`src/rtl/rom_ram_copy_engine_pkg.sv`:
```
// Shared types and helpers for the ROM-to-RAM block-copy engine.
// Holds the sequencer state encoding, the read-latency ceiling and destination address arithmetic.
package copy_pkg;

   typedef enum logic [1:0] {
      IDLE,
      ISSUE,
      DRAIN,
      DONE
   } copy_state_t;

   localparam int RD_LAT_MAX = 4;

   // Callers truncate the result to their address width, so the wrap is modulo 2^ADDR_W.
   function automatic logic [31:0] dst_addr_at(input logic [31:0] base,
                                               input logic [31:0] idx,
                                               input logic        rev);
      return rev ? (base - idx) : (base + idx);
   endfunction

endpackage

```
`src/rtl/rom_ram_copy_engine_if.sv`:
```
// Control, source-ROM and destination-RAM signals of the copy engine.
// The engine side is master; the requester/memory side is slave.
interface rom_ram_copy_engine_if #(
   parameter int ADDR_W = 4,
   parameter int DATA_W = 8
);
   logic              start_sig;
   logic [ADDR_W-1:0] src_base;
   logic [ADDR_W-1:0] dst_base;
   logic [ADDR_W:0]   len;
   logic              reverse;
   logic              busy;
   logic              done_sig;
   logic [ADDR_W-1:0] rom_addr;
   logic [DATA_W-1:0] rom_data;
   logic              write_en;
   logic [ADDR_W-1:0] ram_addr;
   logic [DATA_W-1:0] ram_data;

   modport master (
      input  start_sig, src_base, dst_base, len, reverse, rom_data,
      output busy, done_sig, rom_addr, write_en, ram_addr, ram_data
   );

   modport slave (
      output start_sig, src_base, dst_base, len, reverse, rom_data,
      input  busy, done_sig, rom_addr, write_en, ram_addr, ram_data
   );
endinterface

```
`src/rtl/rom_ram_copy_engine_delay.sv`:
```
// Shift register of {valid, payload} with synchronous clear; output is DEPTH cycles behind input.
// pending flags a valid entry in any stage other than the output stage.
module data_delay_line #(
   parameter int DEPTH = 2,
   parameter int WIDTH = 4
) (
   input  logic             clk,
   input  logic             clr,
   input  logic             in_vld,
   input  logic [WIDTH-1:0] in_dat,
   output logic             out_vld,
   output logic [WIDTH-1:0] out_dat,
   output logic             pending
);
   logic [DEPTH-1:0] vld;
   logic [WIDTH-1:0] dat [DEPTH];

   always_ff @(posedge clk) begin
      if (clr) begin
         vld <= '0;
         for (int k = 0; k < DEPTH; k++) dat[k] <= '0;
      end else begin
         vld    <= {vld[DEPTH-2:0], in_vld};
         dat[0] <= in_dat;
         for (int k = 1; k < DEPTH; k++) dat[k] <= dat[k-1];
      end
   end

   assign out_vld = vld[DEPTH-1];
   assign out_dat = dat[DEPTH-1];
   assign pending = |vld[DEPTH-2:0];
endmodule

```
`src/rtl/rom_ram_copy_engine.sv`:
```
// Block-copy sequencer: reads len words from a synchronous ROM and writes them to a RAM.
// The destination address rides a delay line so it lands with the registered read data.
module rom_ram_copy_engine
   import copy_pkg::*;
#(
   parameter int ADDR_W = 4,
   parameter int DATA_W = 8,
   parameter int RD_LAT = 1
) (
   input logic                   clk,
   input logic                   rst,
   rom_ram_copy_engine_if.master bus
);
   if (RD_LAT < 1 || RD_LAT > RD_LAT_MAX) begin : g_bad_rd_lat
      $error("rom_ram_copy_engine: RD_LAT must be within 1..4");
   end

   copy_state_t       state;
   logic              busy_q;
   logic              done_q;
   logic [ADDR_W-1:0] rom_addr_q;
   logic [DATA_W-1:0] ram_data_q;
   logic              issue_vld;
   logic [ADDR_W-1:0] issue_dst;
   logic [ADDR_W:0]   idx;
   logic [ADDR_W-1:0] src_q;
   logic [ADDR_W-1:0] dst_q;
   logic [ADDR_W:0]   len_q;
   logic              rev_q;
   logic              wr_vld;
   logic [ADDR_W-1:0] wr_addr;
   logic              dly_pending;

   always_ff @(posedge clk) begin
      if (rst) begin
         state      <= IDLE;
         busy_q     <= 1'b0;
         done_q     <= 1'b0;
         rom_addr_q <= '0;
         ram_data_q <= '0;
         issue_vld  <= 1'b0;
         issue_dst  <= '0;
         idx        <= '0;
         src_q      <= '0;
         dst_q      <= '0;
         len_q      <= '0;
         rev_q      <= 1'b0;
      end else begin
         ram_data_q <= bus.rom_data;
         done_q     <= 1'b0;
         issue_vld  <= 1'b0;
         case (state)
            IDLE: begin
               if (bus.start_sig) begin
                  src_q  <= bus.src_base;
                  dst_q  <= bus.dst_base;
                  len_q  <= bus.len;
                  rev_q  <= bus.reverse;
                  busy_q <= 1'b1;
                  if (bus.len == '0) begin
                     state  <= DONE;
                     done_q <= 1'b1;
                  end else begin
                     // Index 0 goes out on the accepting edge so reads start one cycle after start.
                     rom_addr_q <= bus.src_base;
                     issue_vld  <= 1'b1;
                     issue_dst  <= bus.dst_base;
                     idx        <= (ADDR_W+1)'(1);
                     state      <= ISSUE;
                  end
               end
            end
            ISSUE: begin
               if (idx == len_q) begin
                  state <= DRAIN;
               end else begin
                  rom_addr_q <= src_q + idx[ADDR_W-1:0];
                  issue_vld  <= 1'b1;
                  issue_dst  <= ADDR_W'(dst_addr_at(32'(dst_q), 32'(idx), rev_q));
                  idx        <= idx + (ADDR_W+1)'(1);
               end
            end
            DRAIN: begin
               // Last entry has reached the output stage: its write is on the bus this cycle.
               if (!dly_pending) begin
                  state  <= DONE;
                  done_q <= 1'b1;
               end
            end
            DONE: begin
               busy_q <= 1'b0;
               state  <= IDLE;
            end
            default: state <= IDLE;
         endcase
      end
   end

   data_delay_line #(
      .DEPTH(RD_LAT + 1),
      .WIDTH(ADDR_W)
   ) u_dly (
      .clk     (clk),
      .clr     (rst),
      .in_vld  (issue_vld),
      .in_dat  (issue_dst),
      .out_vld (wr_vld),
      .out_dat (wr_addr),
      .pending (dly_pending)
   );

   assign bus.busy     = busy_q;
   assign bus.done_sig = done_q;
   assign bus.rom_addr = rom_addr_q;
   assign bus.write_en = wr_vld;
   assign bus.ram_addr = wr_addr;
   assign bus.ram_data = ram_data_q;
endmodule

```
`src/flat_wrapper.sv`:
```
// flat-port wrapper written by rule: the top's interface ports become plain ports
module rom_ram_copy_engine_flat import copy_pkg::*;
#(
   parameter int ADDR_W = 4,
   parameter int DATA_W = 8,
   parameter int RD_LAT = 1
)
  (clk, rst, bus_start_sig, bus_src_base, bus_dst_base, bus_len, bus_reverse, bus_rom_data, bus_busy, bus_done_sig, bus_rom_addr, bus_write_en, bus_ram_addr, bus_ram_data);
  rom_ram_copy_engine_if #(.ADDR_W(ADDR_W), .DATA_W(DATA_W)) bus_i ();
  input logic clk;
  input logic rst;
  input wire logic [$bits(bus_i.start_sig)-1:0] bus_start_sig;
  input wire logic [$bits(bus_i.src_base)-1:0] bus_src_base;
  input wire logic [$bits(bus_i.dst_base)-1:0] bus_dst_base;
  input wire logic [$bits(bus_i.len)-1:0] bus_len;
  input wire logic [$bits(bus_i.reverse)-1:0] bus_reverse;
  input wire logic [$bits(bus_i.rom_data)-1:0] bus_rom_data;
  output wire logic [$bits(bus_i.busy)-1:0] bus_busy;
  output wire logic [$bits(bus_i.done_sig)-1:0] bus_done_sig;
  output wire logic [$bits(bus_i.rom_addr)-1:0] bus_rom_addr;
  output wire logic [$bits(bus_i.write_en)-1:0] bus_write_en;
  output wire logic [$bits(bus_i.ram_addr)-1:0] bus_ram_addr;
  output wire logic [$bits(bus_i.ram_data)-1:0] bus_ram_data;
  assign bus_i.start_sig = bus_start_sig;
  assign bus_i.src_base = bus_src_base;
  assign bus_i.dst_base = bus_dst_base;
  assign bus_i.len = bus_len;
  assign bus_i.reverse = bus_reverse;
  assign bus_i.rom_data = bus_rom_data;
  assign bus_busy = bus_i.busy;
  assign bus_done_sig = bus_i.done_sig;
  assign bus_rom_addr = bus_i.rom_addr;
  assign bus_write_en = bus_i.write_en;
  assign bus_ram_addr = bus_i.ram_addr;
  assign bus_ram_data = bus_i.ram_data;
  rom_ram_copy_engine #(.ADDR_W(ADDR_W), .DATA_W(DATA_W), .RD_LAT(RD_LAT)) u_core (.clk(clk), .rst(rst), .bus(bus_i));
endmodule
```
`config.mk`:
```
export PLATFORM = sky130hd
export DESIGN_NAME = rom_ram_copy_engine_flat
export DESIGN_NICKNAME = d
export VERILOG_FILES = /design/src/rtl/rom_ram_copy_engine_pkg.sv /design/src/rtl/rom_ram_copy_engine_if.sv /design/src/rtl/rom_ram_copy_engine_delay.sv /design/src/rtl/rom_ram_copy_engine.sv /design/src/flat_wrapper.sv
export SDC_FILE = /design/constraint.sdc
export NUM_CORES = 1
export LEC_CHECK = 0
export CORE_UTILIZATION = 53
export CTS_BUF_LIST = sky130_fd_sc_hd__clkbuf_8
export CTS_CLUSTER_DIAMETER = 30
export DETAILED_ROUTE_END_ITERATION = 8
export GPL_TIMING_DRIVEN = 0
export HOLD_SLACK_MARGIN = 0.06
export MAX_ROUTING_LAYER = met4
export PLACE_DENSITY = 0.85
export SETUP_SLACK_MARGIN = 0.02
export SYNTH_ARGS = -nofsm -noshare
export SYNTH_HDL_FRONTEND = slang
export SYNTH_SLANG_ARGS = --single-unit
```
`constraint.sdc`:
```
create_clock -name clk -period 3.1 [get_ports clk]
set_clock_uncertainty 0.2 [all_clocks]
set_input_delay 0.62 -clock clk [delete_from_list [all_inputs] [get_ports clk]]
set_output_delay 0.62 -clock clk [all_outputs]
set_load 0.05 [all_outputs]
```
==> results of run 1 <==
[how the worst max path moves through the flow]
stage,start,slack (ns),depth (start not counted),to
2_1_floorplan,u_core.idx[0]$_SDFFE_PP0P_,0.79,8,u_core.issue_dst[2]$_SDFFE_PP0P_
3_3_place_gp,bus_len[0],0.24,8,u_core.issue_dst[2]$_SDFFE_PP0P_
3_5_place_dp,bus_len[0],0.22,8,u_core.bus.rom_addr[2]$_SDFFE_PP0P_
4_1_cts,bus_len[0],0.54,8,u_core.bus.rom_addr[2]$_SDFFE_PP0P_
5_1_grt,bus_len[0],0.44,8,u_core.bus.rom_addr[2]$_SDFFE_PP0P_
6_report,bus_len[0],0.54,8,u_core.bus.rom_addr[2]$_SDFFE_PP0P_
[through the flow]
stage | worst slack, ns | util | instances | cell area [sq um] | hold WS, ns
floorplan | 0.791 | - | 247 | 2240 | 0.214
global placement | 0.242 | 0.680 | 340 | 2740 | 0.218
detailed placement | 0.223 | 0.680 | 340 | 2740 | 0.227
CTS | 0.537 | 0.707 | 347 | 2850 | 0.252
global route | 0.440 | 0.707 | 347 | 2850 | 0.264
finish | 0.538 | 0.707 | 347 | 2850 | 0.249
[routing by layer]
metal	global-route usage	up-vias	routed length [microns]
met4	0.117	0	46
met3	0.0514	4	370
met1	0.274	802	1940
met2	0.341	66	2090
li1	-	905	-
met5	-	-	0
[state kept, by name (all words and copies together), names as in the netlist]
signal / flops
u_core.bus.busy: 1
u_core.bus.done_sig: 1
u_core.bus.ram_data: 8
u_core.bus.rom_addr: 4
u_core.dst_q: 4
u_core.idx: 5
u_core.issue_dst: 4
u_core.issue_vld: 1
u_core.len_q: 5
u_core.rev_q: 1
u_core.src_q: 4
u_core.state: 2
u_core.u_dly.dat: 8
u_core.u_dly.vld: 2
[logic make-up (layout without fill, tap and decap cells)]
logic type / Yosys count / in the layout
DFF: 50 / 50
AOI/OAI and AO/OA: 51 / 51
and+or+nand+nor: 79 / 79
buffers and inverters: 32 / 82
muxes: 8 / 8
xor gates and xnor gates: 13 / 13
adders and majority gates: 14 / 14
[cell usage after synthesis]
cell      number  area (sq um)
o21ai_0        1          5.00
buf_1          2          7.51
nor4_2         1          12.5
or4_4          1          11.3
buf_2          3          15.0
mux2i_1        4          40.0
nor3b_1        1          7.51
a22oi_1        1          7.51
dfxtp_1       50          1000
o21bai_1       1          7.51
nor3_1         2          10.0
fa_1           2          40.0
buf_8          1          15.0
inv_1         14          52.6
ha_1          12           150
o21ai_4        1          16.3
or3_1          5          31.3
a21o_1         4          30.0
a32o_2         1          11.3
a21oi_1       31           155
buf_6          1          11.3
clkbuf_1       7          26.3
nand2_1       35           131
mux2_2         4          45.0
a221oi_1       1          8.76
nand2b_1       1          6.26
nor2b_1       18           113
and2_1         1          6.26
a311oi_1       1          8.76
nand3_1        2          10.0
nor2_1        12          45.0
a211oi_1       1          7.51
xnor2_1        9          78.8
a211o_1        4          35.0
buf_4          4          30.0
xor2_1         4          35.0
o21ai_1        4          20.0
[layout make-up]
| class | count | share of cell area |
|---|---|---|
| Buffer | 18 | 0.0369 |
| Inverter | 14 | 0.0184 |
| Clock inverter | 1 | 0.0105 |
| Tap cell | 50 | 0.0219 |
| Sequential cell | 50 | 0.351 |
| Timing Repair Buffer | 43 | 0.151 |
| Multi-Input combinational cell | 165 | 0.381 |
| Clock buffer | 6 | 0.0290 |
[power groups by stage]
stage,Sequential (mW),Clock [mW],Combinational (mW)
finish,0.848,0.464,1.02
global route,0.866,0.498,1.13
CTS,0.848,0.471,1.02
detailed placement,0.863,0,1.02
global placement,0.859,0,0.992
floorplan,0.956,0,0.657
[critical path: cells and delay by family]
family	cells	cell delay, ns
buf+inv	3	0.73
simple gates	2	0.63
compound gates	2	0.36
mux	1	0.18
==> impl_metrics.tcl, run 1 <==
set metrics [dict create \
    grt_max_degree 15 \
    synth-xor-area-share 0.0507 \
    final_cell_mix "50 x dfxtp_1, 43 x clkdlybuf4s50_1, 35 x nand2_1, 31 x a21oi_1, 18 x nor2b_1" \
    syn_inst 247 \
    cp-end-kind "flop" \
    critical_path_required_ns 3.08 \
    clk_pin_slew_ns 0.08 \
    core_sq_mm 0.00403 \
    place_congestion 0.850 \
    grt_pass1_vias 1597 \
    leakage_nw 1.14 \
    hold_depth 1 \
    ir_drop_mv 0.563 \
    min_from "u_core.u_dly.dat[0][0]$_SDFF_PP0_" \
    hp-class "reg2reg" \
    nFillCells 332 \
    die_h_microns 67.1 \
    die_x_microns 67.1 \
    multi_input_area_sq_mm 0.00109 \
    reg2reg_depth 8 \
    row_count 23 \
    grt_overflow 0 \
    drtIter0Drc 114 \
    fmax_mhz 390 \
    final_common_cell "dfxtp_1" \
    rr_startpoint "u_core.idx[1]$_SDFFE_PP0P_" \
    final_nets 336 \
    pwr-share-clk 0.199 \
    finalCriticalPeriod_ns 2.56 \
    vias 1777 \
    crit_path_start_kind "input port" \
    yosys_warnings 0 \
    start_util 0.557 \
    dr.pass1.iters 4 \
    yosys.area_share.simple 0.171 \
    p_sw_uw 867 \
    report.final.slew_viol_count 0 \
    final_layout_size_suffix_gt1_frac 0.0808 \
    htree_levels 2 \
    antenna_left 0 \
    synth_compound_area_frac 0.139 \
    muxShareOfSynthArea 0.0379 \
    numPortBuffers 43 \
    r2r_setup_slack_ns 0.61 \
    cts_sinks 50 \
    syn_area_sq_mm 0.00224 \
    cts.repair.resized 0 \
    grt_usage 0.224 \
    via_per_inst 5.12 \
    tightest_slew_ns 0.603 \
    cts_setup_buffers 0 \
    place_hpwl_mm 3.21 \
    slowest_delay_ns 0.58 \
    critPathMaxFanout 10 \
    ys_types 37 \
    crit_path_cell_trace "clkdlybuf4s50_1 > or4_4 > o21ai_4 > a32o_2 > buf_6 > buf_8 > mux2i_1 > nor2_1" \
    seq_power_share 0.363 \
    cts_tree "yes" \
    setup_tns_ns 0 \
    drv_cap 0 \
    p_comb_frac 0.438 \
    grt_pass1_wl_mm 7.18 \
    clock_tree.buffer_depth 2 \
    crit_type "in2reg" \
    syn_avg_cell_area_sq_um 9.09 \
    hold_end "u_core.u_dly.dat[0][4]$_SDFF_PP0_" \
    grt_antenna_before_repair 0 \
    power_density_mw_per_mm2 819 \
    hold_violations 0 \
    ys_ff_latch 50 \
    synth_top_family_by_area "simple AND/OR/NAND/NOR gates" \
    wl_per_cell_microns 12.8 \
    dieArea_sq_mm 0.00450 \
    cts_buffers 5 \
    synthAdderAreaFrac 0.0847 \
    antenna_cells 0 \
    p_int_mw 1.47 \
    clockRootBuffer "clkbuf_8" \
    status "completed" \
    total_power_mw 2.33 \
    relSlewSlack 0.598 \
    ioPinCount 44 \
    totalWireLength_mm 4.45 \
    worstReg2RegEnd "u_core.issue_dst[2]$_SDFFE_PP0P_" \
    period_share 0.827 \
    area.sequential_sq_mm 0.00100 \
    slowest_stage "or4_4" \
    rsz0062_at_grt "no" \
    drc 0 \
    clk_latency_ns 0.30 \
    yosysSeqAreaShare 0.446 \
    areaGrowthSynthToFinish_pct 27.0 \
    arrival_ns 2.54 \
    syn-num-nets 286 \
    setup_viol 0 \
    switching_share 0.372 \
    hold_buffers 0 \
]
(Power assumes the default switching activity.)
==> run 2: changes to the inputs <==
--- a/config.mk
+++ b/config.mk
@@ -5,14 +5,14 @@
 export SDC_FILE = /design/constraint.sdc
 export NUM_CORES = 1
 export LEC_CHECK = 0
-export CORE_UTILIZATION = 53
+export CORE_UTILIZATION = 48
 export CTS_BUF_LIST = sky130_fd_sc_hd__clkbuf_8
 export CTS_CLUSTER_DIAMETER = 30
 export DETAILED_ROUTE_END_ITERATION = 8
 export GPL_TIMING_DRIVEN = 0
 export HOLD_SLACK_MARGIN = 0.06
 export MAX_ROUTING_LAYER = met4
-export PLACE_DENSITY = 0.85
+export PLACE_DENSITY = 0.81
 export SETUP_SLACK_MARGIN = 0.02
 export SYNTH_ARGS = -nofsm -noshare
 export SYNTH_HDL_FRONTEND = slang
==> constraint.sdc (replaced) <==
create_clock -name clk -period 2.3 [get_ports clk]
set_clock_uncertainty 0.2 [all_clocks]
set_input_delay 0.46 -clock clk [delete_from_list [all_inputs] [get_ports clk]]
set_output_delay 0.46 -clock clk [all_outputs]
set_load 0.05 [all_outputs]
==> impl_metrics.tcl, run 2 (same netlist as run 1, synthesis figures left out) <==
set metrics [dict create \
    report.final.slew_viol_count 0 \
    period_share 0.963 \
    grt_usage 0.213 \
    p_sw_mw 1.24 \
    seq_power_share 0.345 \
    total_power_mw 3.30 \
    cts_tree "yes" \
    cp-end-kind "flop" \
    antenna_left 0 \
    crit_path_cell_trace "inv_2 > ha_4 > and2_1 > buf_4 > o21ai_4 > a32o_2 > buf_6 > buf_4 > or3_1 > a21oi_1" \
    row_count 24 \
    fmax_mhz 452 \
    grt_overflow 0 \
    final_cell_mix "48 x dfxtp_1, 39 x clkdlybuf4s50_1, 35 x nand2_1, 30 x a21oi_1, 18 x nor2b_1" \
    switching_share 0.377 \
    critPathMaxFanout 7 \
    core_sq_mm 0.00441 \
    antenna_cells 0 \
    die_x_microns 70.4 \
    hold_buffers 0 \
    hp-class "reg2reg" \
    numPortBuffers 43 \
    clk_latency_ns 0.30 \
    p_comb_frac 0.512 \
    drv_cap 0 \
    crit_path_start_kind "flop" \
    setup_viol 0 \
    wl_per_cell_microns 13.7 \
    cts_sinks 50 \
    via_per_inst 5.15 \
    totalWireLength_mm 4.91 \
    pwr-share-clk 0.143 \
    vias 1848 \
    crit_buf_inv 4 \
    drc 0 \
    status "completed" \
    dieArea_sq_mm 0.00495 \
    start_util 0.509 \
    crit_type "reg2reg" \
    path_common_cell "buf_4" \
    cpLargestDelayFamily "buffers and inverters" \
    htree_levels 2 \
    dr.pass1.iters 4 \
    relSlewSlack 0.598 \
    power_density_mw_per_mm2 1110 \
    place_hpwl_mm 3.25 \
    grt_max_degree 14 \
    final_nets 346 \
    arrival_ns 2.25 \
    final_common_cell "dfxtp_1" \
    clock_tree.buffer_depth 2 \
    leakage_nw 1.22 \
    tightest_slew_ns 0.603 \
    p_int_mw 2.05 \
    clk_pin_slew_ns 0.09 \
    areaGrowthSynthToFinish_pct 32.2 \
    ir_drop_mv 0.539 \
    finalCriticalPeriod_ns 2.21 \
    nFillCells 368 \
    clockRootBuffer "clkbuf_8" \
    area.sequential_sq_mm 0.00101 \
    rsz0062_at_grt "no" \
    critical_path_required_ns 2.34 \
    grt_antenna_before_repair 0 \
    r2r_setup_slack_ns 0.09 \
    die_h_microns 70.4 \
    slowest_delay_ns 0.36 \
    final_layout_size_suffix_gt1_frac 0.143 \
    cts_buffers 5 \
    drtIter0Drc 66 \
    slowest_stage "dfxtp_1" \
    place_congestion 0.881 \
    hold_violations 0 \
    multi_input_area_sq_mm 0.00112 \
    grt_pass1_wl_mm 8.11 \
    grt_pass1_vias 1758 \
    ioPinCount 44 \
    final_util 0.672 \
]
run 2: cell count changes in the layout (fill, tap and decap cells not counted), moves of 2 or more:
cell | before | now
dlygate4sd2_1 | 0 | 3
inv_2 | 0 | 4
inv_1 | 14 | 12
ha_1 | 12 | 9
clkdlybuf4s50_1 | 43 | 39
buf_4 | 4 | 15
ha_4 | 0 | 2
dfxtp_4 | 0 | 2
dfxtp_1 | 50 | 48
run 2: metal layers:
layer / up-vias / wire length (microns) / global-route usage
li1: 928 / - / -
met1: 849 / 2200 / 0.262
met2: 62 / 2310 / 0.349
met3: 9 / 317 / 0.0390
met4: 0 / 85 / 0.0733
met5: - / 0 / -
run 2: worst register-to-register path, cell delays in order (launching register included):
cell,delay [ns]
dfxtp_1,0.36
inv_2,0.10
ha_4,0.16
and2_1,0.12
buf_4,0.15
o21ai_4,0.06
a32o_2,0.24
buf_6,0.14
buf_4,0.15
or3_1,0.31
a21oi_1,0.16
run 2: repair_timing:
item | 4_1_cts | 5_1_grt
pin swaps | 5 | 4
endpoints found under the setup margin | 8 | 13
resized for setup | 8 | 10
gates cloned | 1 | 0
setup buffers | 9 | 1
run 2: worst paths after layout:
kind                                     startpoint                                 to  depth (start not counted)
setup / recovery       u_core.state[0]$_SDFFE_PP0P_         u_core.idx[2]$_SDFFE_PP0P_                         10
hold / removal    u_core.u_dly.dat[0][1]$_SDFF_PP0_  u_core.u_dly.dat[0][5]$_SDFF_PP0_                          1
setup reg to reg       u_core.state[0]$_SDFFE_PP0P_         u_core.idx[2]$_SDFFE_PP0P_                         10
hold reg to reg   u_core.u_dly.dat[0][1]$_SDFF_PP0_  u_core.u_dly.dat[0][5]$_SDFF_PP0_                          1
run 2: power groups by stage:
stage / logic (mW) / clock network, mW / registers, mW
2_1_floorplan: 0.886 / 0 / 1.29
3_3_place_gp: 1.34 / 0 / 1.16
3_5_place_dp: 1.36 / 0 / 1.17
4_1_cts: 1.60 / 0.479 / 1.13
5_1_grt: 1.83 / 0.505 / 1.16
6_report: 1.69 / 0.472 / 1.14
run 2: final cells by class:
cell class	count	area share
clock inverter	2	0.00253
timing repair buffer	54	0.181
multi-input combinational	165	0.379
clock buffer	5	0.0232
sequential	50	0.340
inverter	14	0.0177
tap	52	0.0219
buffer	17	0.0350
run 2: metrics by stage:
| stage | cell area [sq um] | TNS [ns] | setup WS (ns) | cells | hold slack [ns] |
|---|---|---|---|---|---|
| after floorplan | 2250 | 0 | 0.0680 | 247 | 0.214 |
| after global placement | 2740 | -3.63 | -0.395 | 342 | 0.217 |
| after detailed placement | 2740 | -4.08 | -0.420 | 342 | 0.223 |
| after CTS | 2930 | 0 | 0.0237 | 359 | 0.242 |
| after global routing | 2970 | 0 | 0.0177 | 359 | 0.263 |
| final | 2970 | 0 | 0.0854 | 359 | 0.239 |
==> run 3: changes to the inputs <==
--- a/config.mk
+++ b/config.mk
@@ -10,7 +10,6 @@
 export CTS_CLUSTER_DIAMETER = 30
 export DETAILED_ROUTE_END_ITERATION = 8
 export GPL_TIMING_DRIVEN = 0
-export HOLD_SLACK_MARGIN = 0.06
 export MAX_ROUTING_LAYER = met4
 export PLACE_DENSITY = 0.81
 export SETUP_SLACK_MARGIN = 0.02
==> results of run 3 <==
No change in the layout: final DEF, timing and power equal those of run 2.
